$ cat config.mk
export PLATFORM = sky130hd
export DESIGN_NAME = piso_serializer
export DESIGN_NICKNAME = d
export VERILOG_FILES = /design/src/rtl/piso_pkg.sv /design/src/rtl/piso_bit_counter.sv /design/src/rtl/piso_serializer.sv
export SDC_FILE = /design/constraint.sdc
export NUM_CORES = 1
export LEC_CHECK = 0
export ABC_AREA = 1
export BUFFER_PORTS_ARGS = -buffer_cell sky130_fd_sc_hd__buf_2
export CAP_MARGIN = 20
export CORE_UTILIZATION = 52
export DETAILED_ROUTE_END_ITERATION = 10
export GPL_TIMING_DRIVEN = 0
export HOLD_SLACK_MARGIN = 0.05
export PLACE_DENSITY = 0.76
export SKIP_LAST_GASP = 1
export SLEW_MARGIN = 0
export SYNTH_ARGS = -nofsm -noshare
export SYNTH_HDL_FRONTEND = slang
export SYNTH_SLANG_ARGS = --single-unit
$ cat constraint.sdc
create_clock -name clk -period 1.7 [get_ports clk]
set_input_delay 0.255 -clock clk [delete_from_list [all_inputs] [get_ports clk]]
set_output_delay 0.255 -clock clk [all_outputs]
set_load 0.01 [all_outputs]
$ cat src/rtl/piso_pkg.sv
// piso_pkg: shared state type and width limit for the PISO serializer
package piso_pkg;
    typedef enum logic {
        IDLE  = 1'b0,
        SHIFT = 1'b1
    } piso_state_t;
    localparam int PISO_MIN_WIDTH = 2;
endpackage

$ cat src/rtl/piso_bit_counter.sv
// piso_bit_counter: down-counter with load, decrement enable and current/next zero flags
module piso_bit_counter #(
    parameter int CNT_W = 3
) (
    input  logic             clk,
    input  logic             rst_n,
    input  logic             load,
    input  logic [CNT_W-1:0] load_val,
    input  logic             dec,
    output logic             zero,
    output logic             next_zero
);
    logic [CNT_W-1:0] cnt_q, cnt_d;
    always_comb begin
        cnt_d     = load ? load_val : (dec && !zero) ? cnt_q - CNT_W'(1) : cnt_q;
        zero      = cnt_q == '0;
        next_zero = cnt_d == '0;
    end
    always_ff @(posedge clk or negedge rst_n) begin
        if (!rst_n) cnt_q <= '0;
        else        cnt_q <= cnt_d;
    end
endmodule

$ cat src/rtl/piso_serializer.sv
// piso_serializer: valid/ready parallel-in serial-out shifter with per-word bit order and last marker
module piso_serializer
    import piso_pkg::*;
#(
    parameter int WIDTH = 8,
    parameter int CNT_W = $clog2(WIDTH)
) (
    input  logic             clk,
    input  logic             rst_n,
    input  logic [WIDTH-1:0] load_data,
    input  logic             load_lsb_first,
    input  logic             load_valid,
    output logic             load_ready,
    output logic             ser_out,
    output logic             ser_valid,
    input  logic             ser_ready,
    output logic             ser_last,
    output logic             busy
);
    if (WIDTH < PISO_MIN_WIDTH) begin : g_width_check
        $error("piso_serializer: WIDTH must be at least %0d", PISO_MIN_WIDTH);
    end
    piso_state_t      state_q, state_d;
    logic [WIDTH-1:0] sreg_q, sreg_d;
    logic             lsb_q, lsb_d;
    logic             ser_out_q, ser_out_d;
    logic             ser_valid_q, ser_valid_d;
    logic             ser_last_q, ser_last_d;
    logic             load_fire, beat, cnt_zero, cnt_next_zero;
    piso_bit_counter #(.CNT_W(CNT_W)) u_cnt (
        .clk       (clk),
        .rst_n     (rst_n),
        .load      (load_fire),
        .load_val  (CNT_W'(WIDTH - 1)),
        .dec       (beat),
        .zero      (cnt_zero),
        .next_zero (cnt_next_zero)
    );
    // Outputs are registered from next-state values so a load is visible the very next cycle.
    always_comb begin
        load_ready  = (state_q == IDLE) || (ser_last_q && ser_ready);
        load_fire   = load_valid && load_ready;
        beat        = ser_valid_q && ser_ready;
        sreg_d      = load_fire ? load_data
                    : beat ? (lsb_q ? {1'b0, sreg_q[WIDTH-1:1]} : {sreg_q[WIDTH-2:0], 1'b0})
                    : sreg_q;
        lsb_d       = load_fire ? load_lsb_first : lsb_q;
        state_d     = load_fire ? SHIFT : (beat && cnt_zero) ? IDLE : state_q;
        ser_out_d   = lsb_d ? sreg_d[0] : sreg_d[WIDTH-1];
        ser_valid_d = state_d == SHIFT;
        ser_last_d  = (state_d == SHIFT) && cnt_next_zero;
    end
    always_ff @(posedge clk or negedge rst_n) begin
        if (!rst_n) begin
            state_q     <= IDLE;
            sreg_q      <= '0;
            lsb_q       <= 1'b0;
            ser_out_q   <= 1'b0;
            ser_valid_q <= 1'b0;
            ser_last_q  <= 1'b0;
        end else begin
            state_q     <= state_d;
            sreg_q      <= sreg_d;
            lsb_q       <= lsb_d;
            ser_out_q   <= ser_out_d;
            ser_valid_q <= ser_valid_d;
            ser_last_q  <= ser_last_d;
        end
    end
    assign ser_out   = ser_out_q;
    assign ser_valid = ser_valid_q;
    assign ser_last  = ser_last_q;
    assign busy      = ser_valid_q;
endmodule

==> key figures, run 1 <==
GRT
  • Met2 Use GR: 0.376
  • Vias in the first global route: 748
  • GR Overflow Total: 0
  • Global route hottest layer: met2
  • Initial antenna violation count: 0
  • Global Route met1 Usage: 0.321
  • First-pass GRT wire length: 3240 um
  • Met3 global-route usage: 0.0638
  • GRT Total Usage: 0.245
  • Largest net degree at the start of global routing: 16

Timing
  • Unrepaired setup endpoints after global routing: no
  • Final hold vios: 0
  • TNS Setup: 0 ns
  • Slew headroom: 0.770
  • Final worst-path cycle share: 0.782
  • PnR worst setup slack: 0.371 ns
  • Post-Route Skew: 0.000368 ns
  • Slew at the pin closest to its max-slew limit: 0.344 ns
  • Tmin final: 1.33 ns
  • Final setup fails: 0
  • Achievable frequency: 753 MHz
  • Slew Viols, Final: 0

Drt
  • Avg WL per Cell: 11.6 um
  • Vias per cell: 5.10
  • Initial DRT Pass Iterations: 4
  • DRC viols: 0
  • Routed via count: 781
  • Final ANT Viol Nets: 0
  • Drt total wl: 1780 um
  • DR iter-0 viols: 24

Status
  • Status: finished clean

Power
  • Leakage Power: 0.550 nW
  • Worst vdd ir: 0.000881 V
  • Power Dens Cells: 1740 nW/um2

Final layout
  • Ratio of cells with drive above 1 in the final layout: 0.248
  • Reg area: 375 um2
  • Multi-input logic area: 389 um2
  • Fin cells: 153
  • Diode count: 0
  • # fillers: 141
  • Final Util: 0.656
  • Syn-to-layout area delta: 16.3%
  • Fin nets: 153

Floorplan
  • # IOs: 18
  • Die width: 42.9 um
  • Die area: 1840 um2
  • Initial Util: 0.564
  • Core box area: 1540 um2
  • Die Height: 42.9 um
  • Cell Rows: 14

Clock network
  • CTS tree: done
  • Max clock buf depth: 2
  • Clock edge transition at the registers on the reported setup and hold paths: 0.09 ns
  • Number of gates resized after CTS: 0
  • CTS Sinks: 15
  • CTS root buf: clkbuf_4
  • CTS HTree Levels: 1
  • Num CTS Buffers: 3
  • Post-CTS setup buffers: 0
  • Worst skew pair latency: 0.28 ns
  • Hold buffers post-CTS: 1

Hold path
  • Worst Hold Class: input port to flop

Setup path
  • Worst setup EP type: flop
  • Crit Path Class: flop to flop
  • Critical-path top delay cell: dfrtp_1
  • Worst Path Buf+Inv: 1
  • Worst EP required: 1.92 ns
  • Max FO, Critical Path: 4
  • CP arrival: 1.55 ns
  • Crit path launch type: flop
  • Worst-path cell chain: inv_1, ha_1, nand2_1, nand3_1, nand2_1, nor2_2, nand2_1, nor2_1
  • Crit-path leading delay family: simple AND/OR/NAND/NOR gates
  • CP max stage delay: 0.37 ns
  • CP most frequent cell: nand2_1

Synthesis
  • Syn Area/Cell: 7.56 um2
  • Synthesized flop and latch total: 15
  • Synth Cell Area: 870 um2
  • Gate Count Post-Synth: 115
  • Yosys warns: 0
  • Netlist cell types: 20
  • Mapped Nets: 130
  • Sequential share of the synthesized area: 0.432

Placed design
  • Gpl congestion: 0.776
  • Port Buffers: 17
  • Post-DP HPWL: 1260 um
  • Post-Place Cells: 148
  • Pre-CTS setup slack: 0.405 ns

Flow run
  • Max Cap Viol: 0
-- tightest hold or removal path, cell delays in order --
cell and delay (ns):
buf_2 0.07, nand2_1 0.04, nand2_1 0.07
-- layout by cell type (no fill, tap or decap), types with 2 or more instances in the layout --
cell       n
ha_1       2
o21ai_0    6
inv_1     16
buf_6      2
buf_2     18
nand3_1   13
o211ai_1   6
dfrtp_1   15
nand2_2    3
clkbuf_4   3
nor2_1     3
nand2_1   39
-- synthesized netlist by cell type --
library cell  number  area (um2)
a21oi_2            1        8.76
buf_2              1        5.00
buf_4              1        7.51
buf_6              2        22.5
dfrtp_1           15         375
ha_1               2        25.0
inv_1             16        60.1
inv_2              1        3.75
inv_4              1        6.26
nand2_1           39         146
nand2_2            3        18.8
nand2_4            1        11.3
nand3_1           13        65.1
nand4_1            1        6.26
nor2_1             3        11.3
nor2_2             1        6.26
o211ai_1           6        45.0
o21ai_0            6        30.0
o21ai_2            1        8.76
or2_2              1        6.26
-- path summary, 6_finish.rpt --
check	slack, ns	start	depth (start not counted)	end
min in group asynchronous	0.39	rst_n	2	ser_last
max in group asynchronous	1.06	rst_n	2	sreg_q[7]
setup reg to reg	0.37	u_cnt.cnt_q[0]	8	ser_last
setup / recovery	0.37	u_cnt.cnt_q[0]	8	ser_last
hold reg to reg	0.53	u_cnt.cnt_q[1]	2	u_cnt.cnt_q[1]
hold / removal	0.19	load_data[7]	3	sreg_q[7]
-- cell type report --
type                    count  area share
multi-input cells          78       0.385
flip-flops and latches     15       0.371
repair buffers             18      0.0941
inverters                  18      0.0693
plain buffers               4      0.0347
clock buffers               4      0.0260
well taps                  16      0.0198
-- through the flow --
step                      hold slack, ns  total power, mW  instance area [um2]
final                              0.190             1.76                 1010
after global routing               0.188             1.95                 1010
after CTS                          0.192             1.76                 1010
after detailed placement           0.179             1.55                  975
after global placement             0.186             1.51                  975
after floorplan                  -0.0406             1.31                  870
-- power by group --
group / internal, mW / switching, mW / total [mW]
registers: 0.523 / 0.103 / 0.626
clock network: 0.0912 / 0.119 / 0.211
logic: 0.364 / 0.554 / 0.919
total: 0.978 / 0.777 / 1.76
-- metal layers --
metal / share of wire / vias to the layer above
met5: 0 / -
met4: 0.016 / 0
met3: 0.057 / 4
met2: 0.46 / 25
met1: 0.46 / 344
li1: - / 408
-- registers in the layout, indices dropped and copies added, names as in the netlist --
name,flops
sreg_q,8
u_cnt.cnt_q,3
ser_last,1
lsb_q,1
ser_out,1
state_q,1
-- cell families (layout without fill, tap and decap cells) --
group	count (synthesis)	in the layout	share of synthesized area
adder cells (fa/ha/maj)	2	2	0.0288
buffers and inverters	22	44	0.121
flip-flops	15	15	0.432
AND/OR/NAND/NOR	62	62	0.312
AO/OA/AOI/OAI	14	14	0.106
Power figures use the tool's default switching activity.
==> run 2, diff against run 1 <==
==> constraint.sdc (replaced) <==
create_clock -name clk -period 1.33 [get_ports clk]
set_input_delay 0.1995 -clock clk [delete_from_list [all_inputs] [get_ports clk]]
set_output_delay 0.1995 -clock clk [all_outputs]
set_load 0.01 [all_outputs]
==> run 2 against run 1 <==
  * Clock skew rose by 0.0014 ns
  * Total power rose by 38%
  * Non-clock buffer count did not move
  * Clock power rose by 29%
  * Global-route usage did not move
  * Design area rose by 5.8%
  * Sequential power rose by 31%
  * First-iteration DRC count did not move
  * Largest cell class unchanged
  * Largest power group unchanged
==> key figures, run 2 (synthesized netlist as in run 1, its figures left out) <==
Status
  • Status: finished clean

Clock network
  • Clock edge transition at the registers on the reported setup and hold paths: 0.09 ns
  • CTS tree: done
  • Post-CTS setup buffers: 0
  • CTS root buf: clkbuf_4
  • CTS HTree Levels: 1
  • Max clock buf depth: 2
  • Num CTS Buffers: 3
  • Worst skew pair latency: 0.29 ns
  • CTS Sinks: 15

GRT
  • Global Route met1 Usage: 0.321
  • Initial antenna violation count: 0
  • Met3 global-route usage: 0.0638
  • GRT Total Usage: 0.245
  • GR Overflow Total: 0
  • Global route hottest layer: met2
  • Largest net degree at the start of global routing: 16
  • Vias in the first global route: 748
  • Met2 Use GR: 0.376
  • First-pass GRT wire length: 3240 um

Timing
  • Post-Route Skew: 0.00179 ns
  • Slew at the pin closest to its max-slew limit: 0.355 ns
  • Unrepaired setup endpoints after global routing: yes
  • Tmin final: 1.25 ns
  • PnR worst setup slack: 0.0805 ns
  • TNS Setup: 0 ns
  • Final worst-path cycle share: 0.939
  • Final hold slack: 0.132 ns
  • Achievable frequency: 800 MHz
  • Final setup fails: 0
  • Slew headroom: 0.763
  • Slew Viols, Final: 0
  • Final hold vios: 0

Setup path
  • CP arrival: 1.44 ns
  • Crit Path Class: flop to flop
  • Crit-path leading delay family: simple AND/OR/NAND/NOR gates
  • Crit path launch type: flop
  • Worst setup EP type: flop
  • CP max stage delay: 0.38 ns
  • Max FO, Critical Path: 3
  • Critical-path top delay cell: dfrtp_1
  • Worst-path cell chain: inv_2, ha_4, or2_2, nor2_4, nor2_2, nand2_1, nor2_2
  • Worst EP required: 1.52 ns
  • CP most frequent cell: nor2_2
  • Worst Path Buf+Inv: 1

Floorplan
  • Die width: 42.9 um
  • Cell Rows: 14
  • Core box area: 1540 um2
  • # IOs: 18
  • Initial Util: 0.564
  • Die Height: 42.9 um
  • Die area: 1840 um2

Power
  • Leakage Power: 0.556 nW
  • Worst vdd ir: 0.00128 V
  • Power Dens Cells: 2270 nW/um2

Drt
  • Drt total wl: 1890 um
  • Avg WL per Cell: 12.3 um
  • Routed via count: 824
  • Vias per cell: 5.39
  • Final ANT Viol Nets: 0
  • Initial DRT Pass Iterations: 4
  • DR iter-0 viols: 24
  • DRC viols: 0

Final layout
  • Largest Register: sreg_q
  • Finished Cell Area: 1070 um2
  • Max reg flops: 8
  • Largest registers: sreg_q x8, u_cnt.cnt_q x3
  • Ratio of cells with drive above 1 in the final layout: 0.321
  • Diode count: 0
  • Fin nets: 153
  • Syn-to-layout area delta: 23.0%
  • Most frequent cells in the layout: nand2_1, buf_2, inv_1, dfrtp_1, nand3_1
  • Commonest non-fill, non-tap cell in the layout: nand2_1
  • # fillers: 129
  • Fin cells: 153

Placed design
  • Post-DP HPWL: 1260 um
  • Pre-CTS setup slack: 0.0348 ns
  • Port Buffers: 17
  • Gpl congestion: 0.776
  • Area after DPL: 975 um2
  • Post-Place Cells: 148

Hold path
  • Worst Hold Class: input port to flop

Flow run
  • Max Cap Viol: 0
[run 2: cell counts in the layout (fill, tap and decap cells not counted)]
No cell type changed its count.
[run 2: worst paths after layout]
path | from | slack [ns] | depth (start not counted) | end
worst min-delay path | load_data[7] | 0.13 | 3 | sreg_q[7]
worst min register to register | u_cnt.cnt_q[1] | 0.54 | 2 | u_cnt.cnt_q[1]
min in group asynchronous | rst_n | 0.33 | 2 | ser_last
max in group asynchronous | rst_n | 0.72 | 2 | state_q
worst max-delay path | u_cnt.cnt_q[1] | 0.08 | 7 | ser_last
worst max register to register | u_cnt.cnt_q[1] | 0.08 | 7 | ser_last
[run 2: area by class of cell]
type	count	area, um2	share of cell area
multi-input cells	78	447	0.418
flip-flops and latches	15	377	0.352
repair buffers	18	95.1	0.0889
inverters	18	70.1	0.0655
plain buffers	4	35.0	0.0327
clock buffers	4	26.3	0.0246
well taps	16	20.0	0.0187
[run 2: power by group]
group	switching, mW	leakage [nW]	internal [mW]
Clock	0.156	0.0150	0.117
Sequential	0.146	0.183	0.672
Combinational	0.802	0.359	0.534
Total	1.10	0.556	1.32
[run 2: repair_timing]
| item | in CTS | in global routing |
|---|---|---|
| hold endpoints to repair | 15 | 0 |
| setup endpoints to repair | 0 | 3 |
| hold buffers | 1 | 0 |
| resized for setup | 0 | 15 |
[run 2: layer usage]
metal | up-vias | part of all wire
li1 | 406 | -
met1 | 379 | 0.45
met2 | 33 | 0.47
met3 | 6 | 0.061
met4 | 0 | 0.019
met5 | - | 0
[run 2: stage by stage]
step,util,power [mW]
finish,0.694,2.43
floorplan,-,1.68
global placement,0.632,1.93
CTS,0.656,2.26
global route,0.694,2.65
detailed placement,0.632,1.98
[run 2: worst register-to-register path: stages, from the launching register on]
cell and delay [ns]:
dfrtp_1 0.38, inv_2 0.07, ha_4 0.17, or2_2 0.29, nor2_4 0.09, nor2_2 0.04, nand2_1 0.06, nor2_2 0.04
